**config.mk**
```make
export PLATFORM = sky130hd
export DESIGN_NAME = gps_sat_channel_flat
export DESIGN_NICKNAME = d
export VERILOG_FILES = /design/src/rtl/gps_sat_channel_if.sv /design/src/rtl/gps_sat_channel.sv /design/src/flat_wrapper.sv
export SDC_FILE = /design/constraint.sdc
export NUM_CORES = 1
export LEC_CHECK = 0
export CORE_MARGIN = 2
export CORE_UTILIZATION = 58
export CTS_BUF_LIST = sky130_fd_sc_hd__clkbuf_16
export CTS_CLUSTER_SIZE = 10
export DETAILED_ROUTE_END_ITERATION = 16
export PLACE_DENSITY = 0.9
export SLEW_MARGIN = 10
export SYNTH_ARGS = -nofsm -noshare
export SYNTH_HDL_FRONTEND = slang
export SYNTH_SLANG_ARGS = --single-unit
```
**constraint.sdc**
```tcl
create_clock -name clk -period 4.34 [get_ports clk]
set_clock_uncertainty 0.1 [all_clocks]
set_input_delay 0.434 -clock clk [delete_from_list [all_inputs] [get_ports clk]]
set_output_delay 0.434 -clock clk [all_outputs]
set_load 0.005 [all_outputs]
```
**src/rtl/gps_sat_channel_if.sv**
```systemverilog
// Nav-data handshake between the nav-message source and one satellite channel.
interface gps_sat_channel_if;
    // Valid/ready: a bit transfers on a rising clk edge where data_valid && data_ready.
    // The source keeps data_bit stable while data_valid is high, and data_ready never
    // depends on data_valid, so the two sides cannot form a combinational loop.
    logic data_valid;
    logic data_bit;
    logic data_ready;

    modport master (output data_valid, output data_bit, input data_ready);
    modport slave  (input data_valid, input data_bit, output data_ready);
endinterface

```
**src/rtl/gps_sat_channel.sv**
```systemverilog
// Single-satellite GPS L1 C/A baseband generator: carrier and code NCOs, G1/G2
// Gold-code LFSRs for PRN 1-37, 50 bps nav-bit modulation and signed I/Q output.
module gps_sat_channel #(
    parameter int PHASE_W = 32,
    parameter int GAIN_W  = 15
) (
    input  logic                   clk,
    input  logic                   rst_n,
    input  logic                   enable,
    input  logic                   cfg_load,
    input  logic [PHASE_W-1:0]     freq,
    input  logic [PHASE_W-1:0]     code_rate,
    input  logic [GAIN_W-1:0]      gain,
    input  logic [5:0]             ca_sel,
    gps_sat_channel_if.slave       nav,
    output logic signed [GAIN_W:0] i_out,
    output logic signed [GAIN_W:0] q_out,
    output logic                   epoch,
    output logic                   bit_edge,
    output logic                   underrun,
    output logic                   cfg_err
);

    // Active configuration
    logic [PHASE_W-1:0] freq_r;
    logic [PHASE_W-1:0] code_rate_r;
    logic [GAIN_W-1:0]  gain_r;
    logic [5:0]         ca_sel_r;

    // NCOs, code generator and counters
    logic [PHASE_W-1:0] carr_phase;
    logic [PHASE_W-1:0] code_phase;
    logic [9:0]         g1;          // bit n holds LFSR stage n+1
    logic [9:0]         g2;
    logic [9:0]         chip_cnt;    // 0..1022
    logic [4:0]         ms_cnt;      // 0..19

    // Nav-bit path
    logic staging_full;
    logic staging_bit;
    logic active_bit;
    logic ready_en;                  // keeps data_ready low for the first cycle after reset

    // Combinational helpers
    logic [PHASE_W:0]       code_sum;
    logic                   code_carry;
    logic                   chip_wrap;
    logic                   ms_wrap;
    logic                   xfer;
    logic [9:0]             tap_mask;
    logic [9:0]             g1_next;
    logic [9:0]             g2_next;
    logic                   chip;
    logic                   neg_i;
    logic                   neg_q;
    logic signed [GAIN_W:0] mag;

    // Mask selecting the two G2 stages (numbered 1..10) of a PRN's tap pair.
    function automatic logic [9:0] mask2(input int a, input int b);
        return (10'd1 << (a - 1)) | (10'd1 << (b - 1));
    endfunction

    // G2 tap pair per PRN; SV37 reuses SV34's taps, out-of-range selects give no taps.
    always_comb begin
        tap_mask = 10'd0;
        case (ca_sel_r)
            6'd0:  tap_mask = mask2(2, 6);
            6'd1:  tap_mask = mask2(3, 7);
            6'd2:  tap_mask = mask2(4, 8);
            6'd3:  tap_mask = mask2(5, 9);
            6'd4:  tap_mask = mask2(1, 9);
            6'd5:  tap_mask = mask2(2, 10);
            6'd6:  tap_mask = mask2(1, 8);
            6'd7:  tap_mask = mask2(2, 9);
            6'd8:  tap_mask = mask2(3, 10);
            6'd9:  tap_mask = mask2(2, 3);
            6'd10: tap_mask = mask2(3, 4);
            6'd11: tap_mask = mask2(5, 6);
            6'd12: tap_mask = mask2(6, 7);
            6'd13: tap_mask = mask2(7, 8);
            6'd14: tap_mask = mask2(8, 9);
            6'd15: tap_mask = mask2(9, 10);
            6'd16: tap_mask = mask2(1, 4);
            6'd17: tap_mask = mask2(2, 5);
            6'd18: tap_mask = mask2(3, 6);
            6'd19: tap_mask = mask2(4, 7);
            6'd20: tap_mask = mask2(5, 8);
            6'd21: tap_mask = mask2(6, 9);
            6'd22: tap_mask = mask2(1, 3);
            6'd23: tap_mask = mask2(4, 6);
            6'd24: tap_mask = mask2(5, 7);
            6'd25: tap_mask = mask2(6, 8);
            6'd26: tap_mask = mask2(7, 9);
            6'd27: tap_mask = mask2(8, 10);
            6'd28: tap_mask = mask2(1, 6);
            6'd29: tap_mask = mask2(2, 7);
            6'd30: tap_mask = mask2(3, 8);
            6'd31: tap_mask = mask2(4, 9);
            6'd32: tap_mask = mask2(5, 10);
            6'd33: tap_mask = mask2(4, 10);
            6'd34: tap_mask = mask2(1, 7);
            6'd35: tap_mask = mask2(2, 8);
            6'd36: tap_mask = mask2(4, 10);
            default: tap_mask = 10'd0;
        endcase
    end

    // Code NCO carry, wrap detection, LFSR next state, symbol/carrier signs and handshake.
    always_comb begin
        code_sum   = {1'b0, code_phase} + {1'b0, code_rate_r};
        code_carry = code_sum[PHASE_W];
        chip_wrap  = code_carry && (chip_cnt == 10'd1022);
        ms_wrap    = chip_wrap && (ms_cnt == 5'd19);
        g1_next    = {g1[8:0], g1[2] ^ g1[9]};
        g2_next    = {g2[8:0], g2[1] ^ g2[2] ^ g2[5] ^ g2[7] ^ g2[8] ^ g2[9]};
        chip       = g1[9] ^ (^(g2 & tap_mask));
        // Negative when an odd number of (symbol, carrier) factors are -1.
        neg_i      = chip ^ active_bit ^ carr_phase[PHASE_W-1] ^ carr_phase[PHASE_W-2];
        neg_q      = chip ^ active_bit ^ carr_phase[PHASE_W-1];
        mag        = signed'({1'b0, gain_r});
        nav.data_ready = rst_n && ready_en && !staging_full && !cfg_load;
        xfer       = nav.data_valid && nav.data_ready;
    end

    // Atomic configuration load and registered PRN range flag.
    always_ff @(posedge clk) begin
        if (!rst_n) begin
            freq_r      <= '0;
            code_rate_r <= '0;
            gain_r      <= '0;
            ca_sel_r    <= '0;
            cfg_err     <= 1'b0;
        end else if (cfg_load) begin
            freq_r      <= freq;
            code_rate_r <= code_rate;
            gain_r      <= gain;
            ca_sel_r    <= ca_sel;
            cfg_err     <= (ca_sel > 6'd36);
        end
    end

    // Carrier/code NCOs, Gold-code LFSRs, chip and millisecond counters, epoch pulses.
    always_ff @(posedge clk) begin
        if (!rst_n || cfg_load) begin
            carr_phase <= '0;
            code_phase <= '0;
            chip_cnt   <= 10'd0;
            ms_cnt     <= 5'd0;
            g1         <= 10'h3FF;
            g2         <= 10'h3FF;
            epoch      <= 1'b0;
            bit_edge   <= 1'b0;
        end else begin
            epoch    <= enable && chip_wrap;
            bit_edge <= enable && ms_wrap;
            if (enable) begin
                carr_phase <= carr_phase + freq_r;
                code_phase <= code_sum[PHASE_W-1:0];
                if (chip_wrap) begin
                    chip_cnt <= 10'd0;
                    g1       <= 10'h3FF;
                    g2       <= 10'h3FF;
                    ms_cnt   <= ms_wrap ? 5'd0 : ms_cnt + 5'd1;
                end else if (code_carry) begin
                    chip_cnt <= chip_cnt + 10'd1;
                    g1       <= g1_next;
                    g2       <= g2_next;
                end
            end
        end
    end

    // Nav-bit staging register, bit-boundary handover and sticky underrun.
    always_ff @(posedge clk) begin
        if (!rst_n) begin
            staging_full <= 1'b0;
            staging_bit  <= 1'b0;
            active_bit   <= 1'b0;
            underrun     <= 1'b0;
            ready_en     <= 1'b0;
        end else begin
            ready_en <= 1'b1;
            if (cfg_load) begin
                staging_full <= 1'b0;
                active_bit   <= 1'b0;
                underrun     <= 1'b0;
            end else begin
                if (enable && ms_wrap) begin
                    if (staging_full) begin
                        active_bit <= staging_bit;
                    end else begin
                        active_bit <= 1'b0;
                        underrun   <= 1'b1;
                    end
                    // A bit offered on the boundary refills the register just emptied.
                    staging_full <= xfer;
                end else if (xfer) begin
                    staging_full <= 1'b1;
                end
                if (xfer) begin
                    staging_bit <= nav.data_bit;
                end
            end
        end
    end

    // Registered I/Q from the current chip, nav bit and carrier quadrant.
    always_ff @(posedge clk) begin
        if (!rst_n) begin
            i_out <= '0;
            q_out <= '0;
        end else if (enable && !cfg_err) begin
            i_out <= neg_i ? -mag : mag;
            q_out <= neg_q ? -mag : mag;
        end else begin
            i_out <= '0;
            q_out <= '0;
        end
    end

endmodule

```
**src/flat_wrapper.sv**
```systemverilog
// flat-port wrapper written by rule: the top's interface ports become plain ports
module gps_sat_channel_flat 
#(
    parameter int PHASE_W = 32,
    parameter int GAIN_W  = 15
)
  (clk, rst_n, enable, cfg_load, freq, code_rate, gain, ca_sel, i_out, q_out, epoch, bit_edge, underrun, cfg_err, nav_data_valid, nav_data_bit, nav_data_ready);
  gps_sat_channel_if nav_i ();
  input  logic clk;
  input  logic rst_n;
  input  logic enable;
  input  logic cfg_load;
  input  logic [PHASE_W-1:0] freq;
  input  logic [PHASE_W-1:0] code_rate;
  input  logic [GAIN_W-1:0] gain;
  input  logic [5:0] ca_sel;
  output logic signed [GAIN_W:0] i_out;
  output logic signed [GAIN_W:0] q_out;
  output logic epoch;
  output logic bit_edge;
  output logic underrun;
  output logic cfg_err;
  input wire logic [$bits(nav_i.data_valid)-1:0] nav_data_valid;
  input wire logic [$bits(nav_i.data_bit)-1:0] nav_data_bit;
  output wire logic [$bits(nav_i.data_ready)-1:0] nav_data_ready;
  assign nav_i.data_valid = nav_data_valid;
  assign nav_i.data_bit = nav_data_bit;
  assign nav_data_ready = nav_i.data_ready;
  gps_sat_channel #(.PHASE_W(PHASE_W), .GAIN_W(GAIN_W)) u_core (.clk(clk), .rst_n(rst_n), .enable(enable), .cfg_load(cfg_load), .freq(freq), .code_rate(code_rate), .gain(gain), .ca_sel(ca_sel), .nav(nav_i), .i_out(i_out), .q_out(q_out), .epoch(epoch), .bit_edge(bit_edge), .underrun(underrun), .cfg_err(cfg_err));
endmodule
```
==> flow_results.org <==
** Worst hold path
- The worst hold path was traced through 2 stages.
- Start point of the worst min-delay path :: rst_n
- HP Class :: input port to flip-flop
- Capture endpoint of the worst hold path :: u_core.ca_sel_r[0]$_SDFFE_PN0P_

** Power and ir drop
- Net switching power of the design :: about 0.0015 W
- Worst IR Drop VDD :: 0.274 mV
- Net switching is between 20 and 30% of the power.
- Sequential cells account for a little over two fifths of the total power.
- Proportion of power drawn by combinational gates :: 21.6%
- Power per Cell Area :: roughly 370 mW/mm2
- In this run, the clock network consumes between 30% and 40% of the power.
- The internal power of the cells totals 0.00394 W.
- In this run the static leakage power is ~6.3 nW.

** Routing
- Aggregate routed wire length :: about 27 mm
- Average via count per standard cell :: 5.77
- The routed design uses 12.6 mm of met2 wire.
- Metal3 WL :: 1.34 mm
- Before antenna repair, the detailed router went through 7 iterations.
- Number of nets still failing antenna checks after routing :: 0
- In the final routed layout, each cell accounts on average for about 15 um.
- Highest layer used for signal routing :: met4
- For this run, design rule violations remaining after detail routing come to 0.
- The detailed router finished its first iteration with 590 violations.
- The routed layout has around 10k vias.
- The detailed router put a total of about 12 mm of wire on met1.

** Place
- RD Place Congestion :: between 0.8 and 0.9
- Summed over all nets, the half-perimeter wirelength after detailed placement is 18.6 mm.
- Buffers placed on the I/O ports in this run total approximately 130.
- Worst slack at placement :: a little under 0.7 ns
- Once placement finished, the instance area stood at about 0.014 mm2.
- Once placement completed, the tool counted placed cells totaling roughly 1.7k.

** Worst setup path
- Slowest cell on the critical path :: a2111oi_1
- In this design, the stage delay of the slowest critical-path cell is about 0.43 ns.
- Together, buffers and inverters on the worst path number 1.
- Source of the worst register-to-register timing path :: u_core.code_phase[0]$_SDFFE_PP0P_
- Data on the critical path is required at its endpoint by roughly 4.7 ns.
- Class of the most critical setup path :: flip-flop to flip-flop
- Register-to-Register Path Depth :: 13
- By instance count, the cell type seen most on the critical path is o21ai_0.
- Kind of cell adding the most delay to the critical path :: compound AO/OA/AOI/OAI gates
- In this run the critical register-to-register path is captured at u_core.g1[2]$_SDFFE_PP1P_.
- The worst register-to-register path has a setup slack of a little over 0.7 ns.
- The worst setup path is captured at a flip-flop.
- The critical path starts at u_core.code_phase[0]$_SDFFE_PP0P_.
- Launching element type of the critical path :: flip-flop
- Signal arrival time at the worst endpoint :: between 3 and 4 ns
- Max Fanout on Critical Path :: 16
- Walking the worst path, the cells encountered are ha_1, fa_1, a21o_1, a21oi_1, o21ai_0, a2111oi_1, nor3_2, a21oi_2, o21ai_2, nand2_1, buf_4, nor3_1, o21ai_0.

** Floorplan
- Die Outline Area :: about 0.023 mm2
- The floorplan step set the die width to between 150 and 200 um.
- The total area inside the core boundary comes to ~0.021 mm2.
- Placement row count :: 53
- In this run the vertical extent of the chip is between 150 and 200 um.
- around 130 I/O pins were placed.
- Effective utilization at floorplan :: between 50% and 60%

** Logic synthesis
- Counting every instance in the synthesized netlist gives between 1k and 1.5k.
- Counting distinct cell types in the post-synthesis netlist gives 74.
- Most common flop cell mapped by yosys :: dfxtp_1
- Total of warnings raised by yosys :: 0
- Synthesis inferred ~230 register bits.
- Seq/Total Area, Yosys :: a little under two fifths
- Fraction of registers with async set or reset after synthesis :: 0%
- Count of flip-flops with a built-in enable after synthesis :: 0
- The synthesized netlist occupies a cell area of around 0.012 mm2.
- After synthesis, the mean cell area works out to between 8 and 9 um2.
- The number of nets in the synthesized netlist is 1572.

** Final layout
- The count of cells in the finished layout, fillers not included, comes to between 1.5k and 2k.
- Most frequent cells in the layout :: dfxtp_1 (233), nor2_1 (147), clkdlybuf4s50_1 (124), mux2i_1 (121), nand2_1 (103)
- Final nets :: ~1.7k
- The post-route netlist has around 4.4% of its cells at a drive strength greater than 1.
- Number of antenna cells inserted :: 0
- Area growth from synthesis to final layout :: 16.8%
- Leaving out fill and tap cells, the most frequent cell in the layout is dfxtp_1.
- The finished cells cover between 0.01 and 0.015 mm2.

** Clocking
- Counting every sink on the clock net gives 233.
- Skew-Pair Late Insertion Delay :: roughly 0.54 ns
- The number of gates resized after CTS was 0.
- TritonCTS created 27 clock buffers.
- Counting along the longest clock path gives a buffer depth of 3.
- CTS built an H-tree with a depth of 1.
- Clock tree synthesis selected as its root buffer the cell clkbuf_16.
- Clock tree from TritonCTS :: yes
- Post-cts hold buffer count :: 0
- Buffers inserted by post-CTS timing repair :: 0
- Clock transition time at the flip-flop clock pins of the worst setup and hold paths :: 0.05 ns

** STA
- Highest clock frequency the design can meet :: about 280 MHz
- Worst-case setup margin in the final layout :: around 0.71 ns
- Transition at the pin with the smallest max-transition slack :: just over 1 ns
- Setup repair after global routing left no endpoint under its margin.
- Post-Route Setup TNS :: 0 ns
- The smallest clock period supported by the final layout is computed as about 3.6 ns.
- Relative slew margins :: a little under a third
- The final critical path takes up a little over four fifths of the cycle.
- The count of endpoints failing hold in the final timing report is 0.
- Setup violations remaining at the end of the flow were counted as 0.
- The number of max-slew violations in the final report is 0.

** Status
- Outcome :: finished clean

** Global route
- All-layer global routing usage :: 23.7%
- The first global-routing pass estimated ~45 mm of wire.
- Via count of the first global-routing pass :: 9746
- Number of antenna violations at the first check in global routing :: 0
- Pin count of the biggest net entering global routing :: 55
- The total overflow left after global routing is 0.

** Run
- Max-capacitance violation count :: 0
## through the flow
step	util, %	total power [W]	hold WS, ns
after floorplan	-	0.00317	0.332
after global placement	65.7	0.00352	0.343
after detailed placement	65.7	0.00355	0.355
after CTS	69.1	0.00545	0.108
after global routing	69.1	0.00567	0.120
final	69.1	0.00541	0.128
## power groups by stage
stage | clock network, W | logic (W) | registers [W]
2_1_floorplan | 0 | 0.000788 | 0.00238
3_3_place_gp | 0 | 0.00113 | 0.00239
3_5_place_dp | 0 | 0.00116 | 0.00239
4_1_cts | 0.00193 | 0.00117 | 0.00235
5_1_grt | 0.00201 | 0.00130 | 0.00236
6_report | 0.00189 | 0.00117 | 0.00235
## sequential cells by signal, summed over array words and instances, names as in the netlist, 5 cells and up
name,count
u_core.q_out,16
u_core.carr_phase,32
u_core.ca_sel_r,6
u_core.gain_r,15
u_core.g1,10
u_core.tap_mask,10
u_core.g2,10
u_core.i_out,15
u_core.chip_cnt,10
u_core.ms_cnt,5
u_core.code_rate_r,32
u_core.code_phase,32
u_core.freq_r,32
## cell families (layout without fill, tap and decap cells)
kind of cell	after synthesis	in the layout	synth area share [%]
buf+inv	105	199	3.33
fa+ha+maj	73	73	7.47
flops	233	233	37.5
simple gates	493	493	19.9
xor+xnor	102	102	7.25
compound gates	277	277	14.3
mux	125	125	10.2
## cells in the mapped netlist, types with 4 or more instances
cell | number | area share (%)
a211o_1 | 7 | 0.49
a211oi_1 | 11 | 0.66
a21boi_0 | 5 | 0.30
a21o_1 | 34 | 2.1
a21oi_1 | 74 | 3.0
a221o_1 | 4 | 0.32
a221oi_1 | 4 | 0.28
a311oi_1 | 4 | 0.28
a31o_2 | 4 | 0.28
a31oi_1 | 9 | 0.45
and2_1 | 4 | 0.20
and3_1 | 16 | 0.81
and4_1 | 5 | 0.35
buf_1 | 10 | 0.30
buf_2 | 4 | 0.16
clkbuf_1 | 60 | 1.8
dfxtp_1 | 233 | 38
ha_1 | 71 | 7.1
inv_1 | 27 | 0.82
mux2i_1 | 121 | 9.7
nand2_1 | 103 | 3.1
nand2b_1 | 6 | 0.30
nand3_1 | 18 | 0.72
nand3b_1 | 10 | 0.60
nand4_1 | 11 | 0.55
nor2_1 | 147 | 4.4
nor2b_1 | 94 | 4.7
nor3_1 | 41 | 1.7
nor3b_1 | 9 | 0.54
o211ai_1 | 4 | 0.24
o21a_1 | 8 | 0.48
o21ai_0 | 66 | 2.7
o21bai_1 | 9 | 0.54
o22ai_1 | 4 | 0.20
o31ai_1 | 8 | 0.48
or3_1 | 11 | 0.55
or3_4 | 4 | 0.36
xnor2_1 | 39 | 2.7
xor2_1 | 62 | 4.4
## worst reg2reg max path: stages, from the launching register on
cell and delay, ns:
dfxtp_1 0.31, ha_1 0.22, fa_1 0.40, a21o_1 0.19, a21oi_1 0.25, o21ai_0 0.15, a2111oi_1 0.43, nor3_2 0.15
a21oi_2 0.30, o21ai_2 0.23, nand2_1 0.29, buf_4 0.27, nor3_1 0.07, o21ai_0 0.18
## per-layer routing
layer	vias up	track usage, %
met5	-	0
met4	0	8.54
met3	66	3.21
met2	289	40.5
met1	4804	30.5
li1	5102	-
## area by class of cell
class                      count  area [um2]
clock inverter                 6        27.5
sequential                   233        4660
fill                        1585        6500
tap                          275         344
clock buffer                  27         676
inverter                      28         105
timing repair buffer         138        1340
multi-input combinational   1070        7360
## how the worst max path moves through the flow
stage	end	cells after the start
finish	u_core.g1[2]$_SDFFE_PP1P_	13
CTS	u_core.g1[2]$_SDFFE_PP1P_	13
global placement	u_core.g1[0]$_SDFFE_PP1P_	13
global route	u_core.g1[2]$_SDFFE_PP1P_	13
detailed placement	u_core.g1[4]$_SDFFE_PP1P_	13
floorplan	u_core.ms_cnt[4]$_SDFFE_PP0P_	13
Power figures use the tool's default switching activity.
